--- config.mk ---
export PLATFORM = sky130hd
export DESIGN_NAME = cordic_arbiter
export DESIGN_NICKNAME = d
export VERILOG_FILES = /design/src/rtl/cordic_pkg.sv /design/src/rtl/cordic_tag_fifo.sv /design/src/rtl/cordic_arbiter.sv
export SDC_FILE = /design/constraint.sdc
export NUM_CORES = 1
export LEC_CHECK = 0
export BUFFER_PORTS_ARGS = -buffer_cell sky130_fd_sc_hd__buf_2
export CORE_MARGIN = 1.5
export CORE_UTILIZATION = 38
export CTS_CLUSTER_SIZE = 30
export DETAILED_ROUTE_END_ITERATION = 12
export GPL_TIMING_DRIVEN = 0
export PLACE_DENSITY = 0.74
export SLEW_MARGIN = 20
export SYNTH_ARGS = -nofsm -noshare
export SYNTH_HDL_FRONTEND = slang
export SYNTH_HIERARCHICAL = 1
export SYNTH_SLANG_ARGS = --single-unit
--- constraint.sdc ---
create_clock -name HCLK -period 9.3 [get_ports HCLK]
set_clock_uncertainty 0.1 [all_clocks]
set_input_delay 1.86 -clock HCLK [delete_from_list [all_inputs] [get_ports HCLK]]
set_output_delay 1.86 -clock HCLK [all_outputs]
set_load 0.1 [all_outputs]
--- src/rtl/cordic_pkg.sv ---
// cordic_pkg -- shared types and defaults for the CORDIC request arbiter.
//   req_id_t    : requester identifier (0 or 1), stored in the tag queue
//   arb_state_t : arbiter state machine encoding IDLE/RUN/FLUSH
//   req_t       : one requester's offer (valid + operand word)
//   DEF_MAX_OUT, DEF_TIMEOUT_CYC : default parameter values
package cordic_pkg;

    localparam int DATA_W          = 32;
    localparam int DEF_MAX_OUT     = 4;
    localparam int DEF_TIMEOUT_CYC = 256;

    typedef logic req_id_t;

    typedef enum logic [1:0] {
        IDLE  = 2'd0,
        RUN   = 2'd1,
        FLUSH = 2'd2
    } arb_state_t;

    typedef struct packed {
        logic              vld;
        logic [DATA_W-1:0] data;
    } req_t;

endpackage

--- src/rtl/cordic_tag_fifo.sv ---
// cordic_tag_fifo -- in-order queue of requester IDs for jobs in flight.
// Ports:
//   HCLK, HRESET : clock, asynchronous active-high reset
//   flush        : empties the queue (takes priority over push/pop)
//   push/push_id : enqueue one ID
//   pop          : dequeue the head ID (ignored when empty)
//   head_id      : ID at the head of the queue
//   empty        : queue holds no entries
// DEPTH must be a power of two so the pointers wrap naturally.
module cordic_tag_fifo
    import cordic_pkg::*;
#(
    parameter int DEPTH = DEF_MAX_OUT
) (
    input  logic    HCLK,
    input  logic    HRESET,
    input  logic    flush,
    input  logic    push,
    input  req_id_t push_id,
    input  logic    pop,
    output req_id_t head_id,
    output logic    empty
);

    localparam int PTR_W = $clog2(DEPTH);
    localparam int CNT_W = $clog2(DEPTH + 1);
    localparam logic [CNT_W-1:0] CNT_FULL = CNT_W'(DEPTH);

    logic [DEPTH-1:0] mem;
    logic [PTR_W-1:0] wr_ptr, rd_ptr;
    logic [CNT_W-1:0] count;
    logic             full, do_push, do_pop;

    assign empty   = (count == '0);
    assign full    = (count == CNT_FULL);
    assign do_pop  = pop && !empty;
    // A full queue can still take a push when a pop frees the head slot.
    assign do_push = push && (!full || do_pop);
    assign head_id = mem[rd_ptr];

    always_ff @(posedge HCLK or posedge HRESET) begin
        if (HRESET) begin
            mem    <= '0;
            wr_ptr <= '0;
            rd_ptr <= '0;
            count  <= '0;
        end else if (flush) begin
            wr_ptr <= '0;
            rd_ptr <= '0;
            count  <= '0;
        end else begin
            if (do_push) begin
                mem[wr_ptr] <= push_id;
                wr_ptr      <= wr_ptr + 1'b1;
            end
            if (do_pop)
                rd_ptr <= rd_ptr + 1'b1;
            count <= count + CNT_W'(do_push) - CNT_W'(do_pop);
        end
    end

endmodule

--- src/rtl/cordic_arbiter.sv ---
// cordic_arbiter -- shares one pipelined CORDIC core between two requesters.
// Round-robin issue, up to MAX_OUT jobs in flight, results routed back in
// issue order through a tag queue of requester IDs.
// Optional watchdog: define CORDIC_ARB_TIMEOUT_EN to enable it; a stuck job
// then forces a one-cycle FLUSH that drops all outstanding work.
// Ports:
//   HCLK, HRESET           : clock, asynchronous active-high reset
//   reqN_valid/data/ready  : operand offer / accept from requester N
//   cor_in, cor_valid_in   : issue to the core (cor_in is 0 when idle)
//   cor_out, cor_valid_out : result from the core
//   rspN_valid, rsp_data   : registered one-cycle result pulse to requester N
//   busy                   : any job outstanding
//   timeout_err            : one-cycle watchdog pulse (0 without the macro)
module cordic_arbiter
    import cordic_pkg::*;
#(
    parameter int MAX_OUT     = DEF_MAX_OUT,
    parameter int TIMEOUT_CYC = DEF_TIMEOUT_CYC
) (
    input  logic              HCLK,
    input  logic              HRESET,
    input  logic              req0_valid,
    input  logic [DATA_W-1:0] req0_data,
    output logic              req0_ready,
    input  logic              req1_valid,
    input  logic [DATA_W-1:0] req1_data,
    output logic              req1_ready,
    output logic [DATA_W-1:0] cor_in,
    output logic              cor_valid_in,
    input  logic              cor_valid_out,
    input  logic [DATA_W-1:0] cor_out,
    output logic              rsp0_valid,
    output logic              rsp1_valid,
    output logic [DATA_W-1:0] rsp_data,
    output logic              busy,
    output logic              timeout_err
);

    localparam int CNT_W = $clog2(MAX_OUT + 1);
    localparam logic [CNT_W-1:0] CNT_MAX = CNT_W'(MAX_OUT);
    // A misconfigured instance refuses all work instead of corrupting the
    // tag queue.
    localparam bit CFG_OK = (MAX_OUT >= 2) && (MAX_OUT <= 16) &&
                            ((MAX_OUT & (MAX_OUT - 1)) == 0) &&
                            (TIMEOUT_CYC >= 2);

    req_t [1:0] req;
    assign req[0] = {req0_valid, req0_data};
    assign req[1] = {req1_valid, req1_data};

    arb_state_t       state, state_nxt;
    logic [CNT_W-1:0] cnt, cnt_nxt;
    req_id_t          last_grant, grant, head_id;
    logic             can_issue, issue, pop, expire, tag_empty;
    logic [1:0]       rdy;

    // Grant / issue. Ready is derived from the registered cnt, so a pop in
    // the same cycle never opens a slot at cnt == MAX_OUT.
    always_comb begin
        grant = 1'b0;
        if (req[0].vld && req[1].vld)
            grant = ~last_grant;
        else if (req[1].vld)
            grant = 1'b1;
        can_issue = CFG_OK && !HRESET && (cnt < CNT_MAX) && (state != FLUSH);
        issue     = can_issue && (req[0].vld || req[1].vld);
        rdy       = '0;
        if (issue)
            rdy[grant] = 1'b1;
    end

    assign req0_ready   = rdy[0];
    assign req1_ready   = rdy[1];
    assign cor_valid_in = issue;
    assign cor_in       = issue ? req[grant].data : '0;
    assign busy         = (cnt != '0);

    // A return with nothing in flight is spurious and simply dropped.
    assign pop = cor_valid_out && !tag_empty;

    always_comb begin
        cnt_nxt = cnt + CNT_W'(issue) - CNT_W'(pop);
        if (expire)
            cnt_nxt = '0;
    end

    cordic_tag_fifo #(
        .DEPTH (MAX_OUT)
    ) u_tag_fifo (
        .HCLK    (HCLK),
        .HRESET  (HRESET),
        .flush   (expire),
        .push    (issue),
        .push_id (grant),
        .pop     (pop),
        .head_id (head_id),
        .empty   (tag_empty)
    );

`ifdef CORDIC_ARB_TIMEOUT_EN
    localparam int WD_W = $clog2(TIMEOUT_CYC);
    // Expire on the quiet cycle that would take the counter to
    // TIMEOUT_CYC-1, so FLUSH lands TIMEOUT_CYC cycles after the last
    // activity.
    localparam logic [WD_W-1:0] WD_LAST = WD_W'(TIMEOUT_CYC - 2);

    logic [WD_W-1:0] wdog;

    assign expire      = (state == RUN) && !issue && !pop && (wdog == WD_LAST);
    assign timeout_err = (state == FLUSH);

    always_ff @(posedge HCLK or posedge HRESET) begin
        if (HRESET)
            wdog <= '0;
        else if (state != RUN || issue || pop || expire)
            wdog <= '0;
        else
            wdog <= wdog + 1'b1;
    end
`else
    assign expire      = 1'b0;
    assign timeout_err = 1'b0;
`endif

    // State register
    always_ff @(posedge HCLK or posedge HRESET) begin
        if (HRESET)
            state <= IDLE;
        else
            state <= state_nxt;
    end

    // Next-state logic
    always_comb begin
        state_nxt = state;
        case (state)
            IDLE:    if (issue) state_nxt = RUN;
            RUN: begin
                if (expire)
                    state_nxt = FLUSH;
                else if (cnt_nxt == '0)
                    state_nxt = IDLE;
            end
            FLUSH:   state_nxt = IDLE;
            default: state_nxt = IDLE;
        endcase
    end

    always_ff @(posedge HCLK or posedge HRESET) begin
        if (HRESET) begin
            cnt        <= '0;
            last_grant <= 1'b1;   // req0 wins the first contested cycle
            rsp0_valid <= 1'b0;
            rsp1_valid <= 1'b0;
            rsp_data   <= '0;
        end else begin
            cnt        <= cnt_nxt;
            rsp0_valid <= pop && (head_id == 1'b0);
            rsp1_valid <= pop && (head_id == 1'b1);
            if (issue)
                last_grant <= grant;
            if (pop)
                rsp_data <= cor_out;
        end
    end

endmodule

# Word level (Yosys, flattened, before mapping)
# Index checks and enable logic that the tools add are counted.
word_totals:
  out_inout_bits: 71
  regBits: 51
  in_bits: 101
classes:
  mux: 16
  n_lt_le_gt_ge: 6
  n_reduce_logical: 21
  eq_ne: 5
  bitwise: 2
  addsub: 6
op_table:
  columns: ["op", "n"]
  rows:
  - ["32-bit 2-to-1 mux", 3]
  - ["1-bit logical AND", 11]
  - ["3-bit by 1-bit adder with 3-bit output", 2]
  - ["3-bit logical NOT", 2]
  - ["2-bit by 3-bit < comparator with 1-bit output, second input constant", 2]
  - ["2-bit 2-to-1 mux", 3]
  - ["2-bit inequality test, second input constant", 3]
  - ["3-bit by 1-bit subtractor with 3-bit output", 2]
  - ["1-bit 2-to-1 mux", 5]
  - ["2-bit by 1-bit adder with 2-bit output, second input constant", 2]
  - ["4-bit bitwise mux", 1]
  - ["2-bit one-hot mux with 2 select lines", 1]
  - ["3-bit == test, second input constant", 1]
  - ["1-bit logical NOT", 3]
  - ["3-bit < comparator, second input constant", 1]
  - ["3-bit nonzero test", 1]
  - ["1-bit binary-select mux with 2-bit select", 1]
  - ["1-bit demux with 2-bit select", 1]
  - ["2-bit by 1-bit == test with 1-bit output, second input constant", 1]
  - ["2-bit by 1-bit >= comparator with 1-bit output, second input constant", 1]
  - ["2-bit logical NOT", 1]
  - ["1-bit logical OR", 2]
  - ["1-bit by 2-bit < comparator with 1-bit output, second input constant", 1]
  - ["1-bit inverter", 2]
  - ["other kinds (3)", 3]

# Depth between registers and ports, before layout
# Gate-level depths: netlist of run 1.
depth:
  depth_word: 9
  ltp_mapped: 15

# Hierarchy
# The synthesis of run 1 kept the hierarchy.
by_module_without_submodules:
  columns: ["mod", "seq_area_each_um2", "cells_each", "n_inst", "area_per_inst_um2"]
  rows:
  - ["cordic_arbiter", 952.2, 204, 1, 1860.5]
  - ["cordic_tag_fifo", 275.3, 56, 1, 663.1]

# Least setup slack after synthesis of run 1
# No wires, ideal clock.
synth_timing:
  kind: "input -> output"
  startpoint: "input req1_valid"
  endpoint: "output cor_in[20]"
  slack_ns: 3.834
  stages: 5
  n_path_buf: 2
  arrival_ns: 3.506
  path_cell_list: "a21boi_1 -> and2_1 -> buf_4 -> buf_4 -> a22o_1"
synth_via:
  elab_chain_cells: 5
synth_lines:
  columns: ["element", "line", "rtl"]
  rows:
  - ["from (decl)", "cordic_arbiter.sv:25", "input logic req1_valid,"]
  - ["1-bit 2-to-1 mux or 1-bit logical AND (tied branches)", "cordic_arbiter.sv:63, cordic_arbiter.sv:61", null]
  - ["1-bit 2-to-1 mux", "cordic_arbiter.sv:61", "if (req[0].vld && req[1].vld)"]
  - ["32-bit 2-to-1 mux (not written as such) (2 in series)", "cordic_arbiter.sv:75", "assign cor_in = issue ? req[grant].data : '0;"]
  - ["32-bit 2-to-1 mux (*)", "cordic_arbiter.sv:75", null]
  - ["to (decl)", "cordic_arbiter.sv:28", "output logic [DATA_W-1:0] cor_in,"]
# Every way passes the cells marked *; elsewhere a longest branch is shown, timed or not. The select of a mux whose other input is x is not followed.

# Final worst setup path of run 1
layout_timing:
  startpoint: "input req1_valid"
  endpoint: "output cor_in[1]"
layout_via:
  elab_chain_cells: 5
layout_lines:
  columns: ["element", "line", "rtl"]
  rows:
  - ["1-bit 2-to-1 mux or 1-bit logical AND (tied branches)", "cordic_arbiter.sv:63, cordic_arbiter.sv:61", null]
  - ["1-bit 2-to-1 mux (*)", "cordic_arbiter.sv:61", null]
  - ["named net grant", "cordic_arbiter.sv:53", "req_id_t last_grant, grant, head_id;"]
  - ["32-bit 2-to-1 mux (not written as such) (*) (2 in series)", "cordic_arbiter.sv:75", null]
  - ["32-bit 2-to-1 mux (*)", "cordic_arbiter.sv:75", null]
# The timed path passes the listed nets; every way through them passes the cells marked *. The select of a mux whose other input is x is not followed.

==> flow_summary.yaml, run 1 <==
status:
  outcome: "finished clean"
placement:
  pre_cts_slack_ns: 3.890
  place_area_um2: 3506
  place_congestion: 0.8289
  place_hpwl_mm: 5.248
  io_buffers: 170
finish:
  layout_commonest_cell: "buf_2"
  area_delta_synth_final_pct: 42.34
  final_cell_mix: "175 x buf_2, 97 x nand2_1, 48 x dfrtp_1, 31 x a22o_1, 10 x inv_1"
  num-fill-cells: 605
  nNetsFinal: 552
  drive_gt1_share_pct: 45.37
  final_area_um2: 3592
  diodes: 0
setup_path:
  path_max_fanout: 10
  startpoint: "req1_valid"
  worstPathRequired_ns: 7.34
  startpoint_type: "input pin"
  worstReg2RegStart: "u_tag_fifo/count[1]$_DFF_PP0_"
  timing_worst_setup_path_type: "input pin to output pin"
  arrival_ns: 3.44
  r2r_cells: 15
  cp-end-kind: "output pin"
min_path:
  hold_class: "flop to flop"
  hold_start: "rsp_data[29]$_DFFE_PP0P_"
  hold_depth: 2
grt:
  antenna_found_initial: 0
  grt_pass1_wl_mm: 10.89
  grt_start_max_net_pins: 35
  first_global_vias: 2409
  grt_use_total_pct: 18.51
  grt-ovfl-total: 0
sta:
  tightestPinTransition_ns: 0.5261
  final.period_utilization_pct: 58.06
  hold_violations: 0
  fmax_mhz: 185.2
  period_needed_ns: 5.399
  drv_slew: 0
  relSlewSlack_pct: 64.92
  setup_viol: 0
  worst_slack_ns: 3.901
  rsz0062_at_grt: "false"
  tns_ns: 0
synth:
  yosysWarnings: 6
  avgSynthCellArea_um2: 9.706
  synthesis.area_um2: 2524
  async_flop_share_pct: 100.0
  synth_edf_count: 0
  yosysUniqueCellTypes: 39
  synth_seq_cells: 49
  synthCells: 260
  synth-main-ff-cell: "dfrtp_1"
  synth-seq-area-share_pct: 48.64
route:
  finalWirelength_mm: 6.662
  post_drt_wl_per_cell_um: 12.81
  vias: 2461
  drc: 0
  post_drt_via_cell_ratio: 4.733
  dr.pass1.iters: 4
  drt-initial-drc-count: 83
  ant_nets: 0
clock_network:
  clock-sinks: 49
  clk_latency_ns: 0.29
  clk_transition_reported_paths_ns: 0.09
  cts-root-buf: "clkbuf_8"
  hold_buffers: 0
  cts_setup_buffers: 0
  cts_buffer_depth: 2
  cts_tree: "yes"
  htree_levels: 2
  ctsResizeCount: 0
  cts_buffers: 5
floorplanning:
  die_area_um2: 7139
  design.portCount: 172
  core.rowCount: 29
  initial_core_util_pct: 39.52
  die_height_um: 84.50
  core_um2: 6386
  die_w_um: 84.50
flow_run:
  maxCapViolCount: 0
state kept, by name (all words and copies together), names as in the netlist:
name               flops
rsp0_valid             1
cnt                    3
u_tag_fifo/wr_ptr      2
last_grant             1
rsp1_valid             1
u_tag_fifo/rd_ptr      2
u_tag_fifo/mem         4
rsp_data              32
u_tag_fifo/count       3
worst max-delay path: stages:
cell and delay, ns:
buf_2 0.12, a21boi_1 0.33, and2_1 0.18, buf_4 0.14, buf_2 0.21, a22o_1 0.17
buf_2 0.43
final timing paths:
path | to | slack [ns]
max | cor_in[1] | 3.90
min | rsp_data[29]$_DFFE_PP0P_ | 0.38
max reg2reg | u_tag_fifo/count[2]$_DFF_PP0_ | 5.60
min reg2reg | rsp_data[29]$_DFFE_PP0P_ | 0.38
max in group asynchronous | last_grant$_DFFE_PP1P_ | 7.25
min in group asynchronous | rsp_data[14]$_DFFE_PP0P_ | 1.38
metal layers:
| metal | routed length (µm) | GRT usage [%] |
|---|---|---|
| met3 | 339 | 3.638 |
| met5 | 0 | 0 |
| met2 | 3433 | 33.19 |
| met1 | 2792 | 22.89 |
| met4 | 97 | 4.545 |
cell families (layout without fill, tap and decap cells):
| group | count (synthesis) | count (layout) | share of synthesized area (%) |
|---|---|---|---|
| buf+inv | 29 | 208 | 5.899 |
| xor+xnor | 5 | 5 | 1.736 |
| simple gates | 121 | 121 | 21.07 |
| mux | 6 | 6 | 3.272 |
| other cells | 1 | 5 | 0.1486 |
| fa+ha+maj | 9 | 9 | 5.057 |
| compound gates | 40 | 40 | 14.18 |
| flops | 49 | 49 | 48.64 |
cell usage after synthesis (all sizes together) (3+ instances only):
library cell   n  area (µm²)
nand2         97       364.1
a22o          32       281.5
ha             7       87.58
inv           12       45.04
clkbuf         4       15.01
mux2           5       60.05
nor2           8       30.03
buf           12       85.07
and2           3       20.02
xnor2          3       26.28
nor4bb         5       50.05
dfrtp         48        1201
layout make-up:
cell class	instances	area, µm²	share of cell area, %
flip-flops and latches	49	1227	34.17
well taps	77	96.34	2.682
clock buffers	5	68.82	1.916
multi-input cells	186	1162	32.36
plain buffers	16	100.1	2.786
repair buffers	171	870.8	24.24
clock inverters	3	17.52	0.4876
inverters	13	48.80	1.358
metrics by stage:
stage | instances | utilization [%] | hold slack, ns
CTS | 520 | 56.25 | 0.3801
detailed placement | 512 | 54.90 | 0.3571
floorplan | 264 | - | 0.3524
global placement | 511 | 54.58 | 0.3545
global route | 520 | 56.25 | 0.3983
finish | 520 | 56.25 | 0.3759
Power of run 1 is left out: the tool's default activity adds up to more than one toggle a clock period on the data nets, which glitch-free logic cannot reach.
==> inputs of run 2 (changes only) <==
PLACE_DENSITY = 0.77   (was 0.74)
clock period = 4.5 ns   (was 9.3 ns; I/O delays follow)
==> run 2 against run 1 <==
Sequential share of layout area about the same; utilization decreased by 0.078 points; count of clock-buffer cells in the layout increased by 1; routed wire length decreased by 0.20%; critical path depth increased by 8; cell count decreased by 0.19%; global-route usage increased by 0.47 points; worst setup slack got worse by 3.1 ns; final area decreased by 0.14%; die area unchanged.
==> flow_summary.yaml, run 2 (synthesis results as in run 1) <==
setup_path:
  path_max_fanout: 12
  slowest_delay_ns: 0.48
  crit_slowest_cell: "dfrtp_1"
  cp_top_family: "simple AND/OR/NAND/NOR gates"
  timing_worst_setup_path_type: "flop to flop"
  path_cells: "nor3_1, nand2b_1, buf_2, clkinv_1, buf_2, nor4b_4, or2b_2, ha_1, inv_1, ha_1, inv_1, fa_1, xor2_1, and2_2, nor3_1"
  startpoint_type: "flop"
  arrival_ns: 3.80
  critPathBufInv: 5
  cp-end-kind: "flop"
  worstPathRequired_ns: 4.62
route:
  vias: 2412
  drt-initial-drc-count: 125
  post_drt_via_cell_ratio: 4.647
  post_drt_wl_per_cell_um: 12.81
  drc: 0
  finalWirelength_mm: 6.649
  dr.pass1.iters: 4
  ant_nets: 0
finish:
  largestRegisters: "rsp_data: 32 flops, u_tag_fifo/mem: 4 flops"
  largest_register: "rsp_data"
  largest_register_ffs: 32
  area_delta_synth_final_pct: 42.14
  num-fill-cells: 610
  diodes: 0
  drive_gt1_share_pct: 45.02
  layout_commonest_cell: "buf_2"
  nNetsFinal: 552
  final_cell_mix: "175 x buf_2, 97 x nand2_1, 48 x dfrtp_1, 31 x a22o_1, 10 x inv_1"
sta:
  setup_viol: 0
  fmax_mhz: 271.2
  period_needed_ns: 3.687
  tns_ns: 0
  tightestPinTransition_ns: 0.5131
  hold_violations: 0
  rsz0062_at_grt: "false"
  relSlewSlack_pct: 65.79
  drv_slew: 0
  final.period_utilization_pct: 81.93
clock_network:
  clock-sinks: 49
  clk_transition_reported_paths_ns: 0.09
  cts_setup_buffers: 0
  hold_buffers: 0
  htree_levels: 2
  cts_tree: "yes"
  clk_latency_ns: 0.29
  cts_buffers: 5
  ctsResizeCount: 0
  cts-root-buf: "clkbuf_8"
  cts_buffer_depth: 2
grt:
  grt_start_max_net_pins: 29
  first_global_vias: 2370
  antenna_found_initial: 0
  grt_use_total_pct: 18.98
  grt-ovfl-total: 0
  grt_pass1_wl_mm: 10.96
floorplanning:
  die_area_um2: 7139
  design.portCount: 172
  die_height_um: 84.50
  core.rowCount: 29
  initial_core_util_pct: 39.52
  core_um2: 6386
  die_w_um: 84.50
flow_run:
  maxCapViolCount: 0
placement:
  place_congestion: 0.8280
  place_hpwl_mm: 5.436
  io_buffers: 170
status:
  outcome: "finished clean"
min_path:
  hold_class: "flop to flop"
[run 2: cell count changes in the layout (fill, tap and decap cells not counted)]
cell	change
clkinv_4	+1
clkinvlp_4	-1
clkbuf_1	+1
clkinv_2	-2
[run 2: layout make-up]
class                   count  area, µm²  share of cell area (%)
flip-flops and latches     49       1227                   34.22
multi-input cells         186       1162                   32.40
repair buffers            171      870.8                   24.28
plain buffers              16      100.1                   2.790
well taps                  77      96.34                   2.686
clock buffers               6      72.57                   2.023
inverters                  13      48.80                   1.360
clock inverters             1      8.758                  0.2442
[run 2: final timing paths]
kind / depth (start not counted) / from / to / slack [ns]
worst max-delay path: 15 / u_tag_fifo/count[1]$_DFF_PP0_ / u_tag_fifo/count[2]$_DFF_PP0_ / 0.81
worst min-delay path: 2 / rsp_data[21]$_DFFE_PP0P_ / rsp_data[21]$_DFFE_PP0P_ / 0.38
worst max register to register: 15 / u_tag_fifo/count[1]$_DFF_PP0_ / u_tag_fifo/count[2]$_DFF_PP0_ / 0.81
worst min register to register: 2 / rsp_data[21]$_DFFE_PP0P_ / rsp_data[21]$_DFFE_PP0P_ / 0.38
max in group asynchronous: 3 / HRESET / rsp_data[26]$_DFFE_PP0P_ / 3.41
min in group asynchronous: 2 / HRESET / rsp_data[31]$_DFFE_PP0P_ / 0.47
[run 2: layer usage]
layer	GRT usage, %	part of all wire (%)	vias to the layer above
met1	22.87	40	1098
met4	6.891	2.2	0
met2	34.27	53	82
met5	0	0	-
li1	-	-	1220
met3	2.852	4.6	12
[run 2: metrics by stage]
| stage | cell area, µm² | cells | hold slack, ns | setup slack (ns) | util [%] |
|---|---|---|---|---|---|
| after global placement | 3486 | 511 | 0.3541 | 0.7372 | 54.58 |
| final | 3587 | 519 | 0.3761 | 0.8132 | 56.17 |
| after global routing | 3587 | 519 | 0.3998 | 0.4073 | 56.17 |
| after CTS | 3587 | 519 | 0.3781 | 0.7714 | 56.17 |
| after floorplan | 2539 | 264 | 0.3524 | 0.8133 | - |
| after detailed placement | 3506 | 512 | 0.3564 | 0.6366 | 54.90 |
[run 2: worst reg2reg max path, cell delays in order, from the launching register on]
cell and delay (ns):
dfrtp_1 0.48, nor3_1 0.30, nand2b_1 0.14, buf_2 0.19
clkinv_1 0.20, buf_2 0.26, nor4b_4 0.38, or2b_2 0.22
ha_1 0.24, inv_1 0.07, ha_1 0.13, inv_1 0.05
fa_1 0.38, xor2_1 0.17, and2_2 0.19, nor3_1 0.12
Power of run 2 is left out for the same reason.
==> inputs of run 3 (changes only) <==
clock period = 3.2 ns   (was 4.5 ns; I/O delays follow)
==> run 3 against run 2 <==
Utilization rose by 2.0 points; register-to-register slack got worse by 0.63 ns; critical path depth fell by 1; count of clock-buffer cells in the layout fell by 1; final area rose by 3.6%; critical path type unchanged; highest routed layer unchanged.
==> flow_summary.yaml, run 3 (synthesis results as in run 1) <==
finish:
  largest_register_ffs: 32
  nNetsFinal: 557
  largestRegisters: "rsp_data: 32 flops, u_tag_fifo/mem: 4 flops"
  largest_register: "rsp_data"
  diodes: 0
  area_delta_synth_final_pct: 47.25
  final_cell_mix: "173 x buf_2, 97 x nand2_1, 46 x dfrtp_1, 31 x a22o_1, 10 x inv_1"
  num-fill-cells: 576
  drive_gt1_share_pct: 47.32
  layout_commonest_cell: "buf_2"
setup_path:
  worstPathRequired_ns: 3.33
  timing_worst_setup_path_type: "flop to flop"
  startpoint_type: "flop"
  rrSetupSlack_ns: 0.18
  path_max_fanout: 18
  r2r_cells: 14
  arrival_ns: 3.15
  worstReg2RegStart: "u_tag_fifo/count[0]$_DFF_PP0_"
  cp-end-kind: "flop"
  r2r_end: "u_tag_fifo/count[2]$_DFF_PP0_"
sta:
  worst_slack_ns: 0.1784
  final.period_utilization_pct: 94.43
  tightestPinTransition_ns: 0.5124
  fmax_mhz: 330.9
  setup_viol: 0
  hold_violations: 0
  relSlewSlack_pct: 65.84
  drv_slew: 0
  period_needed_ns: 3.022
  rsz0062_at_grt: "false"
grt:
  grt_use_total_pct: 17.97
  antenna_found_initial: 0
  first_global_vias: 2231
  grt_start_max_net_pins: 34
  grt-ovfl-total: 0
  grt_pass1_wl_mm: 10.44
route:
  wl_met2_mm: 3.429
  ant_nets: 0
  dr.pass1.iters: 4
  highest_layer: "met4"
  post_drt_wl_per_cell_um: 12.62
  finalWirelength_mm: 6.627
  vias: 2439
  post_drt_via_cell_ratio: 4.646
  drt-initial-drc-count: 103
  wl_met3_um: 369
  drc: 0
  drt-met1-wl_mm: 2.749
floorplanning:
  initial_core_util_pct: 39.52
  core.rowCount: 29
  die_height_um: 84.50
  die_w_um: 84.50
  design.portCount: 172
  core_um2: 6386
  die_area_um2: 7139
clock_network:
  clock-sinks: 49
  clk_transition_reported_paths_ns: 0.09
  htree_levels: 2
  cts-root-buf: "clkbuf_8"
  clk_latency_ns: 0.30
  cts_buffers: 5
  cts_buffer_depth: 2
  cts_tree: "yes"
flow_run:
  maxCapViolCount: 0
status:
  outcome: "finished clean"
placement:
  pre_cts_slack_ns: -0.3484
  io_buffers: 170
  place_congestion: 0.8158
  place_hpwl_mm: 5.251
min_path:
  hold_class: "input pin to asynchronous set/reset pin"
run 3: timing repair:
item / in CTS / in global routing
hold buffers: 0 / 0
buffers inserted: 2 / 4
pin swaps: 1 / 2
gates resized for setup: 5 / 3
endpoints found under the setup margin: 2 / 1
run 3: per-layer routing:
layer	vias up	track usage (%)
met5	-	0
met4	0	5.718
met2	78	32.32
met3	7	3.638
li1	1230	-
met1	1124	21.51
run 3: how the worst max path moves through the flow:
stage	startpoint	to	slack (ns)
5_1_grt	u_tag_fifo/count[0]$_DFF_PP0_	u_tag_fifo/count[2]$_DFF_PP0_	0.02
3_5_place_dp	u_tag_fifo/count[1]$_DFF_PP0_	u_tag_fifo/count[2]$_DFF_PP0_	-0.35
3_3_place_gp	u_tag_fifo/count[1]$_DFF_PP0_	u_tag_fifo/count[2]$_DFF_PP0_	-0.24
2_1_floorplan	u_tag_fifo/count[1]$_DFF_PP0_	u_tag_fifo/count[2]$_DFF_PP0_	0.02
6_report	u_tag_fifo/count[0]$_DFF_PP0_	u_tag_fifo/count[2]$_DFF_PP0_	0.18
4_1_cts	u_tag_fifo/count[0]$_DFF_PP0_	u_tag_fifo/count[2]$_DFF_PP0_	0.04
run 3: layout make-up:
type / count / area, µm² / share of cell area (%)
buffer: 15 / 101.3 / 2.727
clock buffer: 5 / 68.82 / 1.852
clock inverter: 3 / 65.06 / 1.751
inverter: 13 / 53.80 / 1.448
multi-input combinational: 186 / 1185 / 31.89
sequential: 49 / 1230 / 33.10
tap: 77 / 96.34 / 2.593
timing repair buffer: 177 / 915.9 / 24.65
run 3: metrics by stage:
step / instances / hold WS [ns] / util [%] / cell area, µm² / setup TNS (ns)
after floorplan: 264 / 0.3524 / - / 2551 / 0
after global placement: 511 / 0.3537 / 54.78 / 3498 / -0.2378
after detailed placement: 512 / 0.3569 / 55.09 / 3518 / -0.3875
after CTS: 522 / 0.1599 / 57.62 / 3680 / 0
after global routing: 525 / 0.1676 / 58.19 / 3716 / 0
final: 525 / 0.1584 / 58.19 / 3716 / 0
run 3: critical path, stage by stage (launching register included):
cell      delay (ns)
dfrtp_2         0.44
nor3_4          0.20
nand2b_4        0.15
buf_6           0.10
clkinv_4        0.13
nor4b_4         0.32
or2b_4          0.19
ha_1            0.22
inv_1           0.06
ha_1            0.13
inv_1           0.05
fa_1            0.37
xor2_1          0.16
and2_2          0.20
nor3_1          0.11
Power of run 3 is left out for the same reason.
